===== src/rtl/seq_det_pkg.sv =====
// Shared definitions for the serial pattern transmitter and the sequence detectors it drives.
package seq_det_pkg;

  typedef enum logic [1:0] {
    IDLE  = 2'd0,
    SHIFT = 2'd1,
    GAP   = 2'd2
  } seq_tx_state_t;

  localparam int unsigned DEF_MAXLEN = 8;
  localparam int unsigned DEF_GAPW   = 4;

  // Reference patterns, right-aligned, with their lengths.
  localparam logic [2:0]  PAT_101     = 3'b101;
  localparam int unsigned PAT_101_LEN = 3;

endpackage


===== src/rtl/seq_pattern_tx.sv =====
// Serial pattern transmitter: emits a loaded pattern MSB-first, one bit per clock,
// with optional zero gaps and repetitions.
module seq_pattern_tx
  import seq_det_pkg::*;
#(
  parameter int unsigned MAXLEN = DEF_MAXLEN,
  parameter int unsigned GAPW   = DEF_GAPW,
  parameter int unsigned LENW   = $clog2(MAXLEN) + 1
) (
  input  logic              clk,
  input  logic              rstn,
  input  logic              load_valid,
  output logic              load_ready,
  input  logic [MAXLEN-1:0] load_pattern,
  input  logic [LENW-1:0]   load_len,
  input  logic [GAPW-1:0]   load_gap,
  input  logic [7:0]        load_repeat,
  output logic              out,
  output logic              out_valid,
  output logic              busy,
  output logic              done
);

  seq_tx_state_t     r_state;
  logic [MAXLEN-1:0] r_pat;
  logic [LENW-1:0]   r_len;
  logic [GAPW-1:0]   r_gap;
  logic [LENW-1:0]   r_idx;
  logic [GAPW-1:0]   r_gcnt;
  logic [7:0]        r_rep;
  logic [LENW-1:0]   w_len;

  assign w_len = (load_len > LENW'(MAXLEN)) ? LENW'(MAXLEN) : load_len;

  function automatic logic bit_at(input logic [MAXLEN-1:0] pat, input logic [LENW-1:0] idx);
    logic [MAXLEN-1:0] s;
    s = pat >> idx;
    return s[0];
  endfunction

  // Outputs describe the bit on the line this cycle; done is precomputed for the bit being loaded.
  always_ff @(posedge clk) begin
    if (!rstn) begin
      r_state    <= IDLE;
      r_pat      <= '0;
      r_len      <= '0;
      r_gap      <= '0;
      r_idx      <= '0;
      r_gcnt     <= '0;
      r_rep      <= '0;
      out        <= 1'b0;
      out_valid  <= 1'b0;
      busy       <= 1'b0;
      done       <= 1'b0;
      load_ready <= 1'b1;
    end else begin
      case (r_state)
        IDLE: begin
          done <= 1'b0;
          if (load_valid) begin
            r_pat <= load_pattern;
            r_len <= w_len;
            r_gap <= load_gap;
            r_rep <= load_repeat;
            if (w_len != '0) begin
              r_state    <= SHIFT;
              r_idx      <= w_len - LENW'(1);
              out        <= bit_at(load_pattern, w_len - LENW'(1));
              out_valid  <= 1'b1;
              busy       <= 1'b1;
              load_ready <= 1'b0;
              done       <= (w_len == LENW'(1)) && (load_gap == '0) && (load_repeat == '0);
            end else begin
              done <= 1'b1;
            end
          end
        end
        SHIFT: begin
          if (r_idx != '0) begin
            r_idx <= r_idx - LENW'(1);
            out   <= bit_at(r_pat, r_idx - LENW'(1));
            done  <= (r_idx == LENW'(1)) && (r_gap == '0) && (r_rep == '0);
          end else if (r_gap != '0) begin
            r_state <= GAP;
            r_gcnt  <= r_gap - GAPW'(1);
            out     <= 1'b0;
            done    <= (r_gap == GAPW'(1)) && (r_rep == '0);
          end else if (r_rep != '0) begin
            r_rep <= r_rep - 8'd1;
            r_idx <= r_len - LENW'(1);
            out   <= bit_at(r_pat, r_len - LENW'(1));
            done  <= (r_len == LENW'(1)) && (r_rep == 8'd1);
          end else begin
            r_state    <= IDLE;
            out        <= 1'b0;
            out_valid  <= 1'b0;
            busy       <= 1'b0;
            done       <= 1'b0;
            load_ready <= 1'b1;
          end
        end
        GAP: begin
          if (r_gcnt != '0) begin
            r_gcnt <= r_gcnt - GAPW'(1);
            done   <= (r_gcnt == GAPW'(1)) && (r_rep == '0);
          end else if (r_rep != '0) begin
            // Gap is non-zero here, so the first bit of a new copy is never the final one.
            r_state <= SHIFT;
            r_rep   <= r_rep - 8'd1;
            r_idx   <= r_len - LENW'(1);
            out     <= bit_at(r_pat, r_len - LENW'(1));
            done    <= 1'b0;
          end else begin
            r_state    <= IDLE;
            out        <= 1'b0;
            out_valid  <= 1'b0;
            busy       <= 1'b0;
            done       <= 1'b0;
            load_ready <= 1'b1;
          end
        end
        default: begin
          r_state    <= IDLE;
          out        <= 1'b0;
          out_valid  <= 1'b0;
          busy       <= 1'b0;
          done       <= 1'b0;
          load_ready <= 1'b1;
        end
      endcase
    end
  end

endmodule


===== config.mk =====
export PLATFORM = sky130hd
export DESIGN_NAME = seq_pattern_tx
export DESIGN_NICKNAME = d
export VERILOG_FILES = /design/src/rtl/seq_det_pkg.sv /design/src/rtl/seq_pattern_tx.sv
export SDC_FILE = /design/constraint.sdc
export NUM_CORES = 1
export LEC_CHECK = 0
export BUFFER_PORTS_ARGS = -buffer_cell sky130_fd_sc_hd__buf_2
export CORE_MARGIN = 3
export CORE_UTILIZATION = 33
export DETAILED_ROUTE_END_ITERATION = 10
export GPL_TIMING_DRIVEN = 0
export PLACE_DENSITY = 0.57
export SKIP_LAST_GASP = 1
export SYNTH_ARGS = -nofsm -noshare
export SYNTH_HDL_FRONTEND = slang
export SYNTH_SLANG_ARGS = --single-unit

===== constraint.sdc =====
create_clock -name clk -period 2.2 [get_ports clk]
set_input_delay 0 -clock clk [delete_from_list [all_inputs] [get_ports clk]]
set_output_delay 0 -clock clk [all_outputs]
set_load 0.005 [all_outputs]

==> Word level (Yosys, flattened, before mapping) <==
Index checks and enable logic that the tools add are counted.
{ "totals": {"reg_bits": 39, "in_bits": 27, "output_inout_bits": 5} }
{ "classes": {"n_addsub": 6, "order_cmp": 1, "n_reduce_logical": 26, "muxes": 59, "eq_ne": 17, "shift": 3} }
{ "op_table": {"columns": ["op", "n"], "rows": [
  ["4-bit 2-to-1 mux", 10],
  ["8-bit 2-to-1 mux", 5],
  ["1-bit 2-to-1 mux", 29],
  ["8-bit one-hot mux with 3 select lines", 1],
  ["8-bit by 4-bit >> shifter with 1-bit output", 3],
  ["4-bit by 1-bit == test with 1-bit output (second input constant)", 5],
  ["5-bit AND reduction", 4],
  ["4-bit by 1-bit subtractor with 4-bit output (second input constant)", 5],
  ["8-bit logical NOT", 2],
  ["4-bit nonzero test", 4],
  ["1-bit one-hot mux with 3 select lines", 5],
  ["2-bit inequality test (second input constant)", 7],
  ["2-bit 2-to-1 mux", 6],
  ["4-bit one-hot mux with 3 select lines", 1],
  ["8-bit by 1-bit == test with 1-bit output (second input constant)", 1],
  ["4-bit logical NOT", 2],
  ["4-bit one-hot mux with 2 select lines", 1],
  ["8-bit nonzero test", 1],
  ["8-bit by 1-bit subtractor with 8-bit output (second input constant)", 1],
  ["1-bit logical AND", 7],
  ["3-bit inequality test (second input constant)", 2],
  ["2-bit one-hot mux with 3 select lines", 1],
  ["4-bit > comparator (second input constant)", 1],
  ["4-bit AND reduction", 1],
  ["other kinds (7)", 7]
]} }

==> Depth between registers and ports, before layout <==
{ "logic_depth": {"word_depth": 8, "ltp_mapped": 9, "ltp_nobuf": 8} }

==> Worst setup path before layout <==
No wires, ideal clock.
{ "synth_path": {"kind": "register -> register", "start": "reg r_idx[0]", "end": "reg r_rep[1]", "setup_time_ns": 0.116, "stages_incl_launch_ff": 10, "path_slack_ns": 0.006, "arrival_time_ns": 2.078, "path_cell_list": "dfxtp_1 -> inv_1 -> ha_1 -> or3b_1 -> buf_2 -> o21ai_0 -> o21ai_1 -> a221oi_4 -> o211ai_1 -> o211a_1"} }
{ "synth_between": {"elab_chain_cells": 3} }
{ "synth_lines": {"columns": ["element", "line", "rtl"], "rows": [
  ["from (decl)", "seq_pattern_tx.sv:28", "logic [LENW-1:0] r_idx;"],
  ["from (signal assigned)", "seq_pattern_tx.sv:67", "r_idx <= w_len - LENW'(1);"],
  ["from (signal assigned)", "seq_pattern_tx.sv:80", "r_idx <= r_idx - LENW'(1);"],
  ["from (signal assigned)", "seq_pattern_tx.sv:90", "r_idx <= r_len - LENW'(1);"],
  ["4-bit nonzero test", "seq_pattern_tx.sv:79", "if (r_idx != '0) begin"],
  ["2-bit inequality test (no source line)", null, null],
  ["5-bit AND reduction (no source line)", null, null],
  ["to (signal assigned)", "seq_pattern_tx.sv:64", "r_rep <= load_repeat;"],
  ["to (signal assigned)", "seq_pattern_tx.sv:89", "r_rep <= r_rep - 8'd1;"],
  ["to (signal assigned)", "seq_pattern_tx.sv:109", "r_rep <= r_rep - 8'd1;"],
  ["to (decl)", "seq_pattern_tx.sv:30", "logic [7:0] r_rep;"]
]} }
No other way between the ends.
A chain may end at the register's enable or synchronous reset.

==> Final worst setup path <==
{ "layout_path": {"start": "reg r_state[1]", "end": "reg r_gcnt[0]"} }
{ "layout_between": {"elab_chain_cells": 3} }
{ "layout_lines": {"columns": ["element", "line", "rtl"], "rows": [
  ["from (decl)", "seq_pattern_tx.sv:24", "seq_tx_state_t r_state;"],
  ["from (signal assigned)", "seq_pattern_tx.sv:44", "r_state <= IDLE;"],
  ["from (signal assigned)", "seq_pattern_tx.sv:66", "r_state <= SHIFT;"],
  ["from (signal assigned)", "seq_pattern_tx.sv:84", "r_state <= GAP;"],
  ["2-bit == test / 2-bit by 1-bit == test with 1-bit output (equally long branches)", "seq_pattern_tx.sv:57", "case (r_state)"],
  ["2-bit inequality test (no source line) / 2-bit nonzero test (equally long branches)", null, null],
  ["4-bit AND reduction (no source line)", null, null],
  ["to (signal assigned)", "seq_pattern_tx.sv:85", "r_gcnt <= r_gap - GAPW'(1);"],
  ["to (signal assigned)", "seq_pattern_tx.sv:104", "r_gcnt <= r_gcnt - GAPW'(1);"],
  ["to (decl)", "seq_pattern_tx.sv:29", "logic [GAPW-1:0] r_gcnt;"]
]} }
Several ways; a longest one is shown, not always the timed one.

==> impl_metrics.xml <==
<?xml version="1.0" encoding="UTF-8"?>
<metrics>
  <group name="logic_synthesis">
    <metric name="syn_nets" unit="">390</metric>
    <metric name="synth_top_family_by_area" unit="">simple AND/OR/NAND/NOR gates</metric>
    <metric name="post_synth_mux_area_share" unit="">0.05992</metric>
    <metric name="library_cell_with_the_highest_instance_count_after_synthesis" unit="">sky130_fd_sc_hd__nand2_1</metric>
    <metric name="synth.ff_latch_count" unit="">39</metric>
    <metric name="synth.top_cells.by_count" unit="">56 x sky130_fd_sc_hd__nand2_1, 39 x sky130_fd_sc_hd__dfxtp_1, 19 x sky130_fd_sc_hd__a21boi_0, 19 x sky130_fd_sc_hd__inv_1, 19 x sky130_fd_sc_hd__nor2_1</metric>
    <metric name="yosysUniqueCellTypes" unit="">56</metric>
    <metric name="syn_inst_count" unit="">345</metric>
    <metric name="synth_top_cell_by_area" unit="">sky130_fd_sc_hd__dfxtp_1</metric>
    <metric name="yosys.area.top_type_share" unit="">0.2833</metric>
    <metric name="synth_enable_flop_cells" unit="">0</metric>
    <metric name="synth-adder-area-share" unit="">0.08171</metric>
    <metric name="syn_area_per_cell" unit="sq um">7.990</metric>
    <metric name="netlist_top_cells_area" unit="">sky130_fd_sc_hd__dfxtp_1 28%, sky130_fd_sc_hd__ha_1 8.2%, sky130_fd_sc_hd__nand2_1 7.6%</metric>
    <metric name="synth.yosys.seq_area_share" unit="">0.2833</metric>
    <metric name="mappedNetlistArea" unit="sq mm">0.002756</metric>
    <metric name="synth_xor_area_frac" unit="">0.02224</metric>
    <metric name="area_fraction_in_and_or_nand_and_nor_cells_after_synthesis" unit="">0.2587</metric>
    <metric name="yosys_warnings" unit="">0</metric>
    <metric name="ys.flop_type" unit="">sky130_fd_sc_hd__dfxtp_1</metric>
    <metric name="synth-async-reset-ratio" unit="">0</metric>
    <metric name="synth_compound_area_frac" unit="">0.2456</metric>
  </group>
  <group name="timing">
    <metric name="fin_hold_ws" unit="ns">0.02237</metric>
    <metric name="setup_viol" unit="">0</metric>
    <metric name="rsz0062_at_grt" unit="">yes</metric>
    <metric name="finalMaxSlewViolations" unit="">0</metric>
    <metric name="worst_clk_skew" unit="ns">0.009458</metric>
    <metric name="tmin_final" unit="ns">2.098</metric>
    <metric name="worst-slew-pin-transition" unit="ns">0.6397</metric>
    <metric name="period_share" unit="">0.9535</metric>
    <metric name="hold_viol_final" unit="">0</metric>
    <metric name="max_freq" unit="MHz">476.7</metric>
    <metric name="worst_slew_margin_rel" unit="">0.5736</metric>
  </group>
  <group name="global_route">
    <metric name="grt_antenna_before_repair" unit="">0</metric>
    <metric name="grt_start_max_net_pins" unit="">13</metric>
    <metric name="globalRoute.totalOverflow" unit="">0</metric>
    <metric name="global_route_wire_length_before_repair" unit="mm">13.63</metric>
    <metric name="global_route_total_usage_across_every_layer" unit="">0.1781</metric>
    <metric name="number_of_global_route_vias_before_repair" unit="">2709</metric>
  </group>
  <group name="job">
    <metric name="max_cap_violations" unit="">0</metric>
  </group>
  <group name="placed_design">
    <metric name="post_detail_place_hpwl" unit="mm">6.030</metric>
    <metric name="port-buffer-count" unit="">31</metric>
    <metric name="dp_cells" unit="">478</metric>
    <metric name="gpl.final_weighted_congestion" unit="">0.9177</metric>
  </group>
  <group name="finish">
    <metric name="nets" unit="">455</metric>
    <metric name="final-instance-count-excl-fill" unit="">513</metric>
    <metric name="areaGrowthSynthToFinish" unit="%">29.51</metric>
    <metric name="diodes" unit="">0</metric>
    <metric name="drive_above_1_share" unit="">0.2336</metric>
  </group>
  <group name="outcome">
    <metric name="run_status" unit="">completed</metric>
  </group>
  <group name="floorplanning">
    <metric name="io-pin-count" unit="">32</metric>
    <metric name="number_of_placement_rows" unit="">32</metric>
    <metric name="floorplan.die.width" unit="um">97.40</metric>
    <metric name="design.core.area" unit="sq mm">0.007928</metric>
    <metric name="design.die.area" unit="sq mm">0.009486</metric>
    <metric name="die_h" unit="um">97.40</metric>
    <metric name="initial_core_util" unit="">0.3477</metric>
  </group>
  <group name="route">
    <metric name="via_count" unit="">2794</metric>
    <metric name="ant_nets" unit="">0</metric>
    <metric name="drt_pre_antenna_iters" unit="">4</metric>
    <metric name="routed.top_layer" unit="">met4</metric>
    <metric name="route.detailed.vias_per_inst" unit="">5.446</metric>
    <metric name="dr_wl_met2" unit="mm">3.888</metric>
    <metric name="wirelength" unit="mm">8.516</metric>
    <metric name="post-route-drc-count" unit="">0</metric>
    <metric name="detailedRoute.firstIterationViolations" unit="">281</metric>
    <metric name="route.met3.wl" unit="um">372</metric>
    <metric name="avgRoutedWirePerCell" unit="um">16.60</metric>
    <metric name="drt-met1-wl" unit="mm">4.126</metric>
  </group>
  <group name="clock_tree">
    <metric name="tritoncts_num_sinks" unit="">39</metric>
    <metric name="cts_max_path_buffers" unit="">2</metric>
    <metric name="cts.htree.levels" unit="">2</metric>
    <metric name="cts_buffers" unit="">5</metric>
    <metric name="clock_pin_slew_reported_for_the_worst_setup_and_hold_paths_after_clock_tree_synthesis" unit="ns">0.08</metric>
    <metric name="cts_tree" unit="">built</metric>
    <metric name="clock-root-buffer" unit="">sky130_fd_sc_hd__clkbuf_8</metric>
    <metric name="clock_latency_on_the_worst_skew_pair" unit="ns">0.30</metric>
  </group>
  <group name="critical_path">
    <metric name="crit_arrival" unit="ns">2.29</metric>
    <metric name="worstPathMaxFanout" unit="">10</metric>
    <metric name="cp_startpoint_kind" unit="">register</metric>
    <metric name="endpoint_required_time_on_the_critical_path" unit="ns">2.39</metric>
    <metric name="endpoint_kind" unit="">register</metric>
    <metric name="worstSetupPathType" unit="">reg -&gt; reg</metric>
  </group>
  <group name="worst_hold_path">
    <metric name="hold_class" unit="">in -&gt; reg</metric>
  </group>
  <group name="power">
    <metric name="total_power" unit="mW">4.961</metric>
    <metric name="static-leakage-power" unit="nW">1.413</metric>
    <metric name="ir_drop_worst_case_vdd" unit="V">0.0004796</metric>
    <metric name="power_density" unit="mW/mm^2">1390</metric>
  </group>
</metrics>
metrics by stage:
step | setup WS, ns | utilization | cell area (sq um) | setup TNS, ns
2_1_floorplan | 0.005868 | - | 2756 | 0
3_3_place_gp | -0.4920 | 0.3834 | 3039 | -5.411
3_5_place_dp | -0.5195 | 0.3834 | 3039 | -5.500
4_1_cts | 0.005927 | 0.4361 | 3457 | 0
5_1_grt | -0.04177 | 0.4503 | 3570 | -0.06054
6_report | 0.1022 | 0.4503 | 3570 | 0
worst max-delay path, stage by stage, from the launching register on:
cell,delay (ns)
sky130_fd_sc_hd__dfxtp_1,0.34
sky130_fd_sc_hd__inv_1,0.09
sky130_fd_sc_hd__ha_1,0.34
sky130_fd_sc_hd__buf_1,0.39
sky130_fd_sc_hd__o21ai_0,0.22
sky130_fd_sc_hd__o21ai_2,0.20
sky130_fd_sc_hd__nor3_1,0.08
sky130_fd_sc_hd__a21o_1,0.16
sky130_fd_sc_hd__o21a_1,0.17
logic make-up (layout without fill, tap and decap cells):
group	Yosys count	count (layout)
AOI/OAI and AO/OA	97	97
muxes	10	10
adders and majority gates	18	18
and+or+nand+nor	139	139
DFF	39	39
xor gates and xnor gates	7	7
buffers and inverters	35	101
placed cells by master, fill, tap and decap left out, types with 3 or more instances in the layout:
| master | count |
|---|---|
| sky130_fd_sc_hd__nand2_1 | 56 |
| sky130_fd_sc_hd__a21o_1 | 4 |
| sky130_fd_sc_hd__nor4_1 | 6 |
| sky130_fd_sc_hd__inv_1 | 12 |
| sky130_fd_sc_hd__dfxtp_1 | 35 |
| sky130_fd_sc_hd__nor3_1 | 9 |
| sky130_fd_sc_hd__nand4_1 | 3 |
| sky130_fd_sc_hd__nand2b_1 | 5 |
| sky130_fd_sc_hd__clkbuf_1 | 11 |
| sky130_fd_sc_hd__mux2i_1 | 3 |
| sky130_fd_sc_hd__xnor2_1 | 4 |
| sky130_fd_sc_hd__nor2_1 | 18 |
| sky130_fd_sc_hd__clkbuf_8 | 5 |
| sky130_fd_sc_hd__nor2b_1 | 5 |
| sky130_fd_sc_hd__a21oi_1 | 17 |
| sky130_fd_sc_hd__o21ai_1 | 3 |
| sky130_fd_sc_hd__dlygate4sd3_1 | 13 |
| sky130_fd_sc_hd__and2_1 | 5 |
| sky130_fd_sc_hd__o21a_1 | 4 |
| sky130_fd_sc_hd__buf_2 | 31 |
| sky130_fd_sc_hd__o211ai_1 | 4 |
| sky130_fd_sc_hd__o21ai_0 | 12 |
| sky130_fd_sc_hd__a31oi_1 | 6 |
| sky130_fd_sc_hd__ha_1 | 13 |
| sky130_fd_sc_hd__a21boi_0 | 19 |
| sky130_fd_sc_hd__buf_4 | 14 |
| sky130_fd_sc_hd__a21boi_1 | 8 |
| sky130_fd_sc_hd__ha_4 | 4 |
| sky130_fd_sc_hd__nand3b_1 | 3 |
| sky130_fd_sc_hd__inv_2 | 5 |
| sky130_fd_sc_hd__nand3_1 | 9 |
| sky130_fd_sc_hd__mux4_2 | 5 |
| sky130_fd_sc_hd__xor2_1 | 3 |
where the power goes:
group,switching [mW],internal (mW),leakage [nW]
clock,0.268,0.454,0.0654
combinational,1.64,1.39,1.03
sequential,0.275,0.932,0.322
registers in the layout (all words and copies together) (netlist names):
register / flops
r_rep: 8
r_len: 4
done: 1
out_valid: 1
out: 1
r_gap: 4
r_idx: 4
busy: 1
r_pat: 8
load_ready: 1
r_gcnt: 4
r_state: 2
routing by layer:
metal  global-route usage  up-vias
li1                     -     1364
met1               0.2478     1332
met2               0.2815       84
met3              0.03087       14
met4              0.05325        0
met5                    0        -
what timing repair did:
action / CTS / global route
gates cloned: 1 / 0
endpoints found under the setup margin: 22 / 29
setup buffers: 6 / 9
endpoints found under the hold margin: 13 / 0
resized for setup: 24 / 27
hold buffers: 13 / 0
pin swaps: 2 / 5
layout make-up:
class | count | area [sq um]
Sequential cell | 39 | 790.8
Timing Repair Buffer | 59 | 414.1
Multi-Input combinational cell | 271 | 1958
Tap cell | 102 | 127.6
Buffer | 15 | 70.07
Clock inverter | 2 | 60.06
Clock buffer | 6 | 72.57
Fill cell | 808 | 4358
Inverter | 19 | 76.32
worst paths after layout:
check / end / cells after the start / startpoint / slack [ns]
min: done$_SDFF_PN0_ / 3 / rstn / 0.02
max: r_gcnt[0]$_SDFFE_PN0P_ / 8 / r_state[1]$_SDFFE_PN0P_ / 0.10
min reg2reg: out_valid$_SDFFE_PN0P_ / 2 / out_valid$_SDFFE_PN0P_ / 0.47
max reg2reg: r_gcnt[0]$_SDFFE_PN0P_ / 8 / r_state[1]$_SDFFE_PN0P_ / 0.10
Power figures use the tool's default switching activity.
